`src/rtl/fir_xifu_ex_simd.sv`:
```
// fir_xifu_ex_simd: FIR XIFU execute stage (load/store handshake, SIMD dot product, WB result register).
module fir_xifu_ex_simd #(
    parameter int XLEN       = 32,
    parameter int ELEM_W     = 16,
    parameter int ID_W       = 4,
    parameter int MUL_STAGES = 1,
    parameter int CIRC_EN    = 1
) (
    input  logic                 clk_i,
    input  logic                 rst_i,
    input  logic                 clear_i,
    input  logic                 id_valid_i,
    input  logic [1:0]           id_instr_i,
    input  logic [ID_W-1:0]      id_id_i,
    input  logic [4:0]           id_rd_i,
    input  logic [XLEN-1:0]      id_base_i,
    input  logic [11:0]          id_offset_i,
    input  logic [XLEN-1:0]      op_a_i,
    input  logic [XLEN-1:0]      op_b_i,
    input  logic [XLEN-1:0]      op_c_i,
    input  logic [XLEN-1:0]      buf_start_i,
    input  logic [XLEN-1:0]      buf_end_i,
    input  logic [2**ID_W-1:0]   issue_i,
    input  logic [2**ID_W-1:0]   commit_i,
    input  logic [2**ID_W-1:0]   kill_i,
    output logic                 mem_valid_o,
    input  logic                 mem_ready_i,
    output logic [XLEN-1:0]      mem_addr_o,
    output logic                 mem_we_o,
    output logic [XLEN-1:0]      mem_wdata_o,
    output logic [ID_W-1:0]      mem_id_o,
    output logic                 ready_o,
    output logic                 wb_valid_o,
    input  logic                 ready_i,
    output logic [XLEN-1:0]      wb_result_o,
    output logic [4:0]           wb_rd_o,
    output logic [ID_W-1:0]      wb_id_o,
    output logic [1:0]           wb_instr_o
);
    localparam int LANES = XLEN / ELEM_W;
    localparam logic [1:0] I_NONE = 2'd0;
    localparam logic [1:0] I_SW   = 2'd2;
    localparam logic [1:0] I_DOTP = 2'd3;

    typedef enum logic [1:0] {IDLE, MEM, MUL} state_t;

    state_t                  state_q, state_d;
    logic [1:0]              cnt_q;
    logic [1:0]              instr_q;
    logic [ID_W-1:0]         id_q;
    logic [4:0]              rd_q;
    logic [XLEN-1:0]         addr_q, nxt_q, wdata_q, sum_q;
    logic [XLEN-1:0]         addr_d, inc_d, nxt_d, sum_d;
    logic signed [2*ELEM_W-1:0] lane_a, lane_b;
    logic                    accept, in_mem, kill_hit, mem_done, mul_done, imm_done, wb_write;

    assign ready_o  = (state_q == IDLE) & (~wb_valid_o | ready_i);
    assign accept   = id_valid_i & ready_o & (id_instr_i != I_NONE);
    assign in_mem   = state_q == MEM;
    assign kill_hit = kill_i[id_q];

    assign addr_d = id_base_i + {{(XLEN-12){id_offset_i[11]}}, id_offset_i};
    assign inc_d  = addr_d + XLEN'(4);
    assign nxt_d  = (CIRC_EN != 0 && inc_d >= buf_end_i) ? buf_start_i : inc_d;

    // Lanes are sign-extended to the full product width before multiplying.
    always_comb begin
        sum_d  = op_c_i;
        lane_a = '0;
        lane_b = '0;
        for (int i = 0; i < LANES; i++) begin
            lane_a = (2*ELEM_W)'($signed(op_a_i[i*ELEM_W +: ELEM_W]));
            lane_b = (2*ELEM_W)'($signed(op_b_i[i*ELEM_W +: ELEM_W]));
            sum_d  = sum_d + XLEN'(lane_a * lane_b);
        end
    end

    assign mem_valid_o = in_mem & issue_i[id_q] & commit_i[id_q] & ~kill_hit;
    assign mem_addr_o  = in_mem ? addr_q : '0;
    assign mem_we_o    = in_mem & (instr_q == I_SW);
    assign mem_wdata_o = in_mem ? wdata_q : '0;
    assign mem_id_o    = in_mem ? id_q : '0;

    assign mem_done = mem_valid_o & mem_ready_i;
    assign mul_done = (state_q == MUL) & ~kill_hit & (cnt_q == 2'd1);
    assign imm_done = accept & (id_instr_i == I_DOTP) & (MUL_STAGES == 0);
    assign wb_write = mem_done | mul_done | imm_done;

    always_comb begin
        state_d = state_q;
        case (state_q)
            IDLE:    if (accept) state_d = (id_instr_i != I_DOTP) ? MEM : (MUL_STAGES == 0 ? IDLE : MUL);
            MEM:     if (kill_hit || mem_done) state_d = IDLE;
            MUL:     if (kill_hit || cnt_q == 2'd1) state_d = IDLE;
            default: state_d = IDLE;
        endcase
    end

    always_ff @(posedge clk_i or posedge rst_i) begin
        if (rst_i) begin
            state_q     <= IDLE;
            cnt_q       <= '0;
            instr_q     <= '0;
            id_q        <= '0;
            rd_q        <= '0;
            addr_q      <= '0;
            nxt_q       <= '0;
            wdata_q     <= '0;
            sum_q       <= '0;
            wb_valid_o  <= 1'b0;
            wb_result_o <= '0;
            wb_rd_o     <= '0;
            wb_id_o     <= '0;
            wb_instr_o  <= '0;
        end else if (clear_i) begin
            state_q     <= IDLE;
            cnt_q       <= '0;
            wb_valid_o  <= 1'b0;
            wb_result_o <= '0;
            wb_rd_o     <= '0;
            wb_id_o     <= '0;
            wb_instr_o  <= '0;
        end else begin
            state_q    <= state_d;
            cnt_q      <= accept ? 2'(MUL_STAGES) : (state_q == MUL ? cnt_q - 2'd1 : 2'd0);
            wb_valid_o <= wb_write | (wb_valid_o & ~ready_i);
            if (accept) begin
                instr_q <= id_instr_i;
                id_q    <= id_id_i;
                rd_q    <= id_rd_i;
                addr_q  <= addr_d;
                nxt_q   <= nxt_d;
                wdata_q <= op_b_i;
                sum_q   <= sum_d;
            end
            if (wb_write) begin
                wb_result_o <= imm_done ? sum_d : (mul_done ? sum_q : nxt_q);
                wb_rd_o     <= imm_done ? id_rd_i : rd_q;
                wb_id_o     <= imm_done ? id_id_i : id_q;
                wb_instr_o  <= imm_done ? I_DOTP : instr_q;
            end
        end
    end
endmodule

```
`config.mk`:
```
export PLATFORM = sky130hd
export DESIGN_NAME = fir_xifu_ex_simd
export DESIGN_NICKNAME = d
export VERILOG_FILES = /design/src/rtl/fir_xifu_ex_simd.sv
export SDC_FILE = /design/constraint.sdc
export NUM_CORES = 2
export LEC_CHECK = 0
export ABC_CLOCK_PERIOD_IN_PS = 7170
export BUFFER_PORTS_ARGS = -buffer_cell sky130_fd_sc_hd__buf_2
export CAP_MARGIN = 5
export CORE_ASPECT_RATIO = 1.25
export CORE_UTILIZATION = 60
export CTS_CLUSTER_DIAMETER = 150
export DETAILED_ROUTE_END_ITERATION = 10
export PLACE_DENSITY_LB_ADDON = 0.05
export SLEW_MARGIN = 10
export SYNTH_ARGS = -nofsm -noshare
export SYNTH_HDL_FRONTEND = slang
export SYNTH_SLANG_ARGS = --single-unit
```
`constraint.sdc`:
```
create_clock -name clk_i -period 7.17 [get_ports clk_i]
set_clock_uncertainty 0.15 [all_clocks]
set_input_delay 1.0755 -clock clk_i [delete_from_list [all_inputs] [get_ports clk_i]]
set_output_delay 1.0755 -clock clk_i [all_outputs]
set_load 0.05 [all_outputs]
```
# Word level (Yosys, flattened, before mapping)
# Index checks and enable logic that the tools add are counted.
dict set report totals {
  word_cells 85
  reg_bits 187
  out_inout_bits 115
  in_bits 269
}
dict set report classes {
  n_eq_ne 8
  n_lt_le_gt_ge 2
  n_bitwise 18
  mux 29
  addsub 5
  n_mul 2
  n_reduce_logical 7
}
# op count
set ops {}
lappend ops {{two-way mux 32 bit} 6}
lappend ops {{adder 32 bit} 3}
lappend ops {{multiplier 16 x 16 -> 32 bit} 2}
lappend ops {{adder 32 x 3 -> 32 bit, second input constant} 1}
lappend ops {{greater-or-equal comparator 32 bit} 1}
lappend ops {{two-way mux 2 bit} 10}
lappend ops {{binary-select mux 1 bit (select 4 bit)} 3}
lappend ops {{two-way mux 4 bit} 3}
lappend ops {{AND 1 bit} 11}
lappend ops {{two-way mux 5 bit} 2}
lappend ops {{!= test 3 x 2 -> 1 bit, second input constant} 2}
lappend ops {{case mux 2 bit (3 select lines)} 1}
lappend ops {{< comparator 4 x 5 -> 1 bit, second input constant} 1}
lappend ops {{== test 2 x 1 -> 1 bit, second input constant} 2}
lappend ops {{== test 2 bit, second input constant} 2}
lappend ops {{two-way mux 1 bit} 4}
lappend ops {{inverter 1 bit} 4}
lappend ops {{nonzero test 2 bit} 2}
lappend ops {{!= test 3 bit, second input constant} 1}
lappend ops {{OR 1 bit} 3}
lappend ops {{AND reduction 3 bit} 1}
lappend ops {{zero test 2 bit} 1}
lappend ops {{logical OR 1 bit} 2}
lappend ops {{!= test 2 bit, second input constant} 1}
lappend ops {{2 further kinds} 2}

# Longest topological paths before layout
dict set report depth {
  depth_word 10
  mapped_depth 29
}

# Worst setup path before layout
# Ideal clock, no wire load.
dict set report synth_timing {
  kind {input port to flip-flop}
  startpoint {in op_a_i[31]}
  endpoint {reg sum_q[30]}
  path_stages 28
  path_slack_ns -1.830
  n_path_buf 1
  setup_ns 0.133
  arrival_ns 8.717
  path_cell_list {clkbuf_1 > nand2_1 > inv_1 > fa_1 > inv_1 > fa_1 > inv_1 > fa_1 > inv_1 > fa_1 > fa_1 > inv_1 > fa_1 > fa_1 > inv_1 > fa_1 > inv_1 > ha_1 > a21o_1 > a21oi_1 > o32ai_1 > or4_1 > a221oi_1 > o31ai_1 > or4_1 > a41oi_1 > xor2_1 > o21ai_0}
}
dict set report synth_via {
  elab_chain_cells 2
}
# element line_no
set synth_rtl {}
lappend synth_rtl {{from (decl)} 18} ;# input logic [XLEN-1:0] op_a_i,
lappend synth_rtl {{multiplier 16 x 16 -> 32 bit} 74} ;# sum_d = sum_d + XLEN'(lane_a * lane_b);
lappend synth_rtl {{adder 32 bit} 74}
lappend synth_rtl {{to (signal assigned)} 134} ;# sum_q <= sum_d;
lappend synth_rtl {{to (decl)} 52} ;# logic [XLEN-1:0] addr_q, nxt_q, wdata_q, sum_q;
# Every way passes these cells.
# A chain may end at the register's enable or synchronous reset.

# Final worst setup path
dict set report layout_timing {
  startpoint {in op_b_i[28]}
  endpoint {reg sum_q[30]}
}
dict set report layout_via {
  elab_chain_cells 2
}
# element line_no
set layout_rtl {}
lappend layout_rtl {{from (decl)} 19} ;# input logic [XLEN-1:0] op_b_i,
lappend layout_rtl {{multiplier 16 x 16 -> 32 bit} 74}
lappend layout_rtl {{adder 32 bit} 74}
# Every way passes these cells.

==> flow_summary.html <==
<table>
<tr><th>Metric</th><th>Value</th></tr>
<tr><th colspan="2">Synthesis</th></tr>
<tr><td>Sequential cell area fraction in the yosys report</td><td>0.1438</td></tr>
<tr><td>Number of instances in the synthesized netlist</td><td>3598</td></tr>
<tr><td>Total nets after synthesis</td><td>4691</td></tr>
<tr><td>Cell types occupying the most area after synthesis</td><td>sky130_fd_sc_hd__fa_1, sky130_fd_sc_hd__dfrtp_1, sky130_fd_sc_hd__inv_1</td></tr>
<tr><td>Async set-or-reset flop fraction in the synthesized netlist</td><td>1.000</td></tr>
<tr><td>Synthesized-area fraction occupied by ao, oa, aoi and oai cells</td><td>0.07127</td></tr>
<tr><td>Synthesis Warnings</td><td>0</td></tr>
<tr><td>Share of synthesized cell area in and, or, nand and nor gates</td><td>0.1741</td></tr>
<tr><td>Cell type contributing the most total cell area after synthesis</td><td>sky130_fd_sc_hd__fa_1</td></tr>
<tr><td>XOR/XNOR share of the synthesized area</td><td>0.02522</td></tr>
<tr><td>Share of the synthesized area in the top cell type</td><td>0.3832</td></tr>
<tr><td>Most instantiated flip-flop cell in the synthesis netlist</td><td>sky130_fd_sc_hd__dfrtp_1</td></tr>
<tr><td>Post-synthesis adder-cell area fraction</td><td>0.4604</td></tr>
<tr><td>Avg Synthesized Cell Area</td><td>9.047 um2</td></tr>
<tr><td>Count of unique library cells instantiated by Yosys</td><td>81</td></tr>
<tr><td>Post-synthesis mux area share</td><td>0.02087</td></tr>
<tr><td>Summed instance area of the synthesized netlist</td><td>0.03255 mm2</td></tr>
<tr><td>#FFs+latches synth</td><td>187</td></tr>
<tr><td>Main combinational cell family by area after synthesis</td><td>adder cells</td></tr>
<tr><td>EDFF count, synth</td><td>0</td></tr>
<tr><th colspan="2">Die</th></tr>
<tr><td>Core box area</td><td>0.05373 mm2</td></tr>
<tr><td>Initial standard-cell utilization of the core</td><td>0.6058</td></tr>
<tr><td>Die outline area</td><td>0.05519 mm2</td></tr>
<tr><td>I/O pins</td><td>384</td></tr>
<tr><td>Row Count</td><td>95</td></tr>
<tr><td>DIE WIDTH</td><td>210.3 um</td></tr>
<tr><td>Overall die height</td><td>262.4 um</td></tr>
<tr><th colspan="2">Placement</th></tr>
<tr><td>Number of placed cells counting well taps</td><td>4878</td></tr>
<tr><td>Number of buffer cells added on primary ports</td><td>383</td></tr>
<tr><td>Gp weighted congestion</td><td>0.9722</td></tr>
<tr><td>Half-perimeter wire length after detailed placement</td><td>83.05 mm</td></tr>
<tr><th colspan="2">Min path</th></tr>
<tr><td>Hold-critical path depth</td><td>2</td></tr>
<tr><td>Type of the tightest min-delay check</td><td>flop to flop</td></tr>
<tr><td>Launch instance of the worst min-delay path</td><td>addr_q[13]</td></tr>
<tr><td>Sink of the worst hold path</td><td>addr_q[13]</td></tr>
<tr><th colspan="2">Layout</th></tr>
<tr><td>Share of cells above drive strength 1</td><td>0.2169</td></tr>
<tr><td>Number of filler instances in the final layout</td><td>4256</td></tr>
<tr><td>Syn-to-layout area delta</td><td>19.15%</td></tr>
<tr><td>Number of nets in the layout</td><td>5281</td></tr>
<tr><td>Number of standard cells in the final layout excluding fillers</td><td>4930</td></tr>
<tr><th colspan="2">Worst setup path</th></tr>
<tr><td>Required time at the endpoint of the critical path</td><td>7.35 ns</td></tr>
<tr><td>Maximum fanout along the worst path</td><td>4</td></tr>
<tr><td>Worst Setup Path Type</td><td>input pin to flop</td></tr>
<tr><td>Largest stage delay, worst path</td><td>0.61 ns</td></tr>
<tr><td>Family of cells with the greatest summed delay on the critical path</td><td>adder cells</td></tr>
<tr><td>Sum of buffers and inverters on the critical path</td><td>6</td></tr>
<tr><td>Reg-to-reg setup timing slack</td><td>2.89 ns</td></tr>
<tr><td>Slowest CP cell</td><td>sky130_fd_sc_hd__fa_2</td></tr>
<tr><td>Element type at the critical path start</td><td>input pin</td></tr>
<tr><td>Worst Reg-to-Reg Cells</td><td>9</td></tr>
<tr><td>Worst reg2reg path endpoint</td><td>wb_rd_o[3]</td></tr>
<tr><td>Critical path endpoint category</td><td>flop</td></tr>
<tr><td>CP arrival</td><td>8.18 ns</td></tr>
<tr><td>Most common cell on crit path</td><td>sky130_fd_sc_hd__fa_1</td></tr>
<tr><td>Reg2Reg Launch Point</td><td>id_q[0]</td></tr>
<tr><th colspan="2">Clock tree</th></tr>
<tr><td>Root buffer selected by CTS</td><td>sky130_fd_sc_hd__clkbuf_16</td></tr>
<tr><td>Clock transition time at the flip-flop clock pins of the worst setup and hold paths</td><td>0.08 ns</td></tr>
<tr><td># hold bufs at CTS</td><td>0</td></tr>
<tr><td># H-tree levels</td><td>4</td></tr>
<tr><td>Count of clock tree sinks</td><td>187</td></tr>
<tr><td>Clk_lat worst skew</td><td>0.45 ns</td></tr>
<tr><td>Number of buffers on the longest clock path</td><td>2</td></tr>
<tr><td>CTS tree</td><td>yes</td></tr>
<tr><td>Number of clock buffers inserted by TritonCTS</td><td>17</td></tr>
<tr><th colspan="2">Timing</th></tr>
<tr><td>Number of hold-slack violations in the final timing report</td><td>0</td></tr>
<tr><td>Final period utilization</td><td>1.117</td></tr>
<tr><td>Min Tclk post-route</td><td>8.008 ns</td></tr>
<tr><td>Number of max-slew violations in the final report</td><td>0</td></tr>
<tr><td>Actual transition at the worst max-transition pin</td><td>1.135 ns</td></tr>
<tr><td>Post-route worst setup slack</td><td>-0.8380 ns</td></tr>
<tr><td>Achievable clock frequency</td><td>124.9 MHz</td></tr>
<tr><td>Final setup violation count</td><td>18</td></tr>
<tr><td>Worst relative slew slack</td><td>0.2437</td></tr>
<tr><td>Unrepaired setup endpoints after global routing</td><td>true</td></tr>
<tr><td>Worst hold margin</td><td>0.3188 ns</td></tr>
<tr><th colspan="2">Route</th></tr>
<tr><td>Post-route antenna net violation count</td><td>0</td></tr>
<tr><td>Count of unresolved DRC violations after routing</td><td>0</td></tr>
<tr><td>Vias after detailed routing</td><td>27020</td></tr>
<tr><td>Router iterations before antenna repair</td><td>5</td></tr>
<tr><td>Final wirelength</td><td>97.21 mm</td></tr>
<tr><td>Number of violations reported at the end of detailed-routing iteration 0</td><td>1631</td></tr>
<tr><td>Mean routed wirelength per cell</td><td>19.72 um</td></tr>
<tr><td>Average via count per standard cell</td><td>5.481</td></tr>
<tr><th colspan="2">GRT</th></tr>
<tr><td>Grt total ovfl</td><td>0</td></tr>
<tr><td>Maximum number of pins on one net before global-route repair</td><td>105</td></tr>
<tr><td>Global-route wire length before repair</td><td>154.0 mm</td></tr>
<tr><td>Number of global-route vias before repair</td><td>29550</td></tr>
<tr><td>Total global routing track utilization</td><td>0.3646</td></tr>
<tr><td>Number of antenna violations at the first check in global routing</td><td>2</td></tr>
<tr><th colspan="2">Status</th></tr>
<tr><td>Result of the run</td><td>complete, but fails checks</td></tr>
<tr><td>Violations in the final reports</td><td>negative setup slack</td></tr>
<tr><th colspan="2">Run</th></tr>
<tr><td>Maximum capacitance violations</td><td>0</td></tr>
</table>
==> metal layers <==
layer | vias up | track usage | part of all wire
li1 | 12140 | - | -
met1 | 13590 | 0.4127 | 0.36
met2 | 989 | 0.6592 | 0.53
met3 | 294 | 0.03382 | 0.045
met4 | 2 | 0.2271 | 0.070
met5 | - | 0 | 0.00013
==> cells in the final DEF (no fill, tap or decap), drive strengths merged, types with 6 or more instances in the layout <==
master / count
nand2b: 20
or4: 9
buf: 722
mux2i: 51
o21a: 14
a221o: 6
nor2: 124
a31oi: 8
nand4: 15
a21o: 31
clkbuf: 19
xor2: 30
nand3: 28
or2: 12
nand2: 586
inv: 754
nor3: 31
ha: 201
and2: 292
o211ai: 16
nor2b: 9
a21oi: 67
nor4: 6
clkinv: 7
nor3b: 6
or3: 8
a211oi: 46
mux4: 6
xnor2: 62
o31ai: 10
and3: 17
fa: 623
dfrtp: 187
a211o: 7
o21ai: 99
==> sequential cells by signal, indices dropped and copies added (netlist names), 4 cells and up <==
register     count
wdata_q         32
wb_rd_o          5
sum_q           32
id_q             4
nxt_q           32
rd_q             5
wb_id_o          4
addr_q          32
wb_result_o     32
==> Yosys cell counts, drive strengths merged, types with 5 or more instances <==
cell type  number
and3           17
nor3           31
and2          292
buf            11
ha            201
or2            12
nand4          15
a221o           6
nor3b           6
a211o           7
nor4            6
nor2          124
a31oi           8
mux2i          51
inv           749
mux4            6
or3             8
o21bai          5
nor2b           9
a21o           31
xor2           30
xnor2          62
nand2         586
fa            623
nand2b         20
o211ai         16
a21oi          67
dfrtp         187
o21ai          99
clkbuf        141
o21a           14
nand3          28
or4             9
a211oi         46
o31ai          10
==> worst register-to-register path, delay by kind of cell, from the launching register on <==
| family | cells | cell delay, ns |
|---|---|---|
| flops | 1 | 0.64 |
| simple gates | 4 | 1.61 |
| compound gates | 2 | 0.57 |
| buf+inv | 1 | 0.14 |
| mux | 2 | 1.09 |
==> stage by stage <==
stage	setup WS (ns)	TNS (ns)	util	instance area [um2]
2_1_floorplan	-1.244	-8.797	-	32690
3_3_place_gp	-1.505	-19.95	0.6962	37400
3_5_place_dp	-1.645	-21.13	0.6962	37400
4_1_cts	-0.8921	-6.264	0.7183	38590
5_1_grt	-1.040	-9.891	0.7218	38780
6_report	-0.8380	-6.256	0.7219	38780
==> kinds of logic (layout without fill, tap and decap cells) <==
kind of cell,after synthesis,count (layout)
compound gates,350,350
xor+xnor,92,92
fa+ha+maj,824,824
buf+inv,901,1504
flops,187,187
mux,60,60
other cells,0,2
simple gates,1184,1184
==> worst max-delay path by stage <==
stage,cells after the start,endpoint,startpoint
final,26,sum_q[30],op_b_i[28]
after global routing,27,sum_q[30],op_a_i[20]
after detailed placement,26,sum_q[30],op_b_i[19]
after CTS,26,sum_q[30],op_a_i[21]
after floorplan,27,sum_q[30],op_b_i[17]
after global placement,25,sum_q[30],op_b_i[24]
==> what timing repair did <==
action / CTS / global route
resized for setup: 154 / 45
hold endpoints to repair: 0 / 0
pin swaps: 64 / 35
buffers inserted: 14 / 3
gates cloned: 1 / 0
endpoints found under the setup margin: 20 / 20
==> layout make-up <==
cell class / instances / area (um2) / share of cell area
antenna: 2 / 5.005 / 0.0001290
inverter: 749 / 2823 / 0.07278
tap: 727 / 909.6 / 0.02345
multi-input combinational: 2510 / 24990 / 0.6442
timing repair buffer: 723 / 4802 / 0.1238
clock inverter: 14 / 150.1 / 0.003871
clock buffer: 18 / 429.2 / 0.01107
sequential: 187 / 4679 / 0.1207
Power is left out: the tool's default activity adds up to more than one toggle a clock period on the data nets, which glitch-free logic cannot reach.
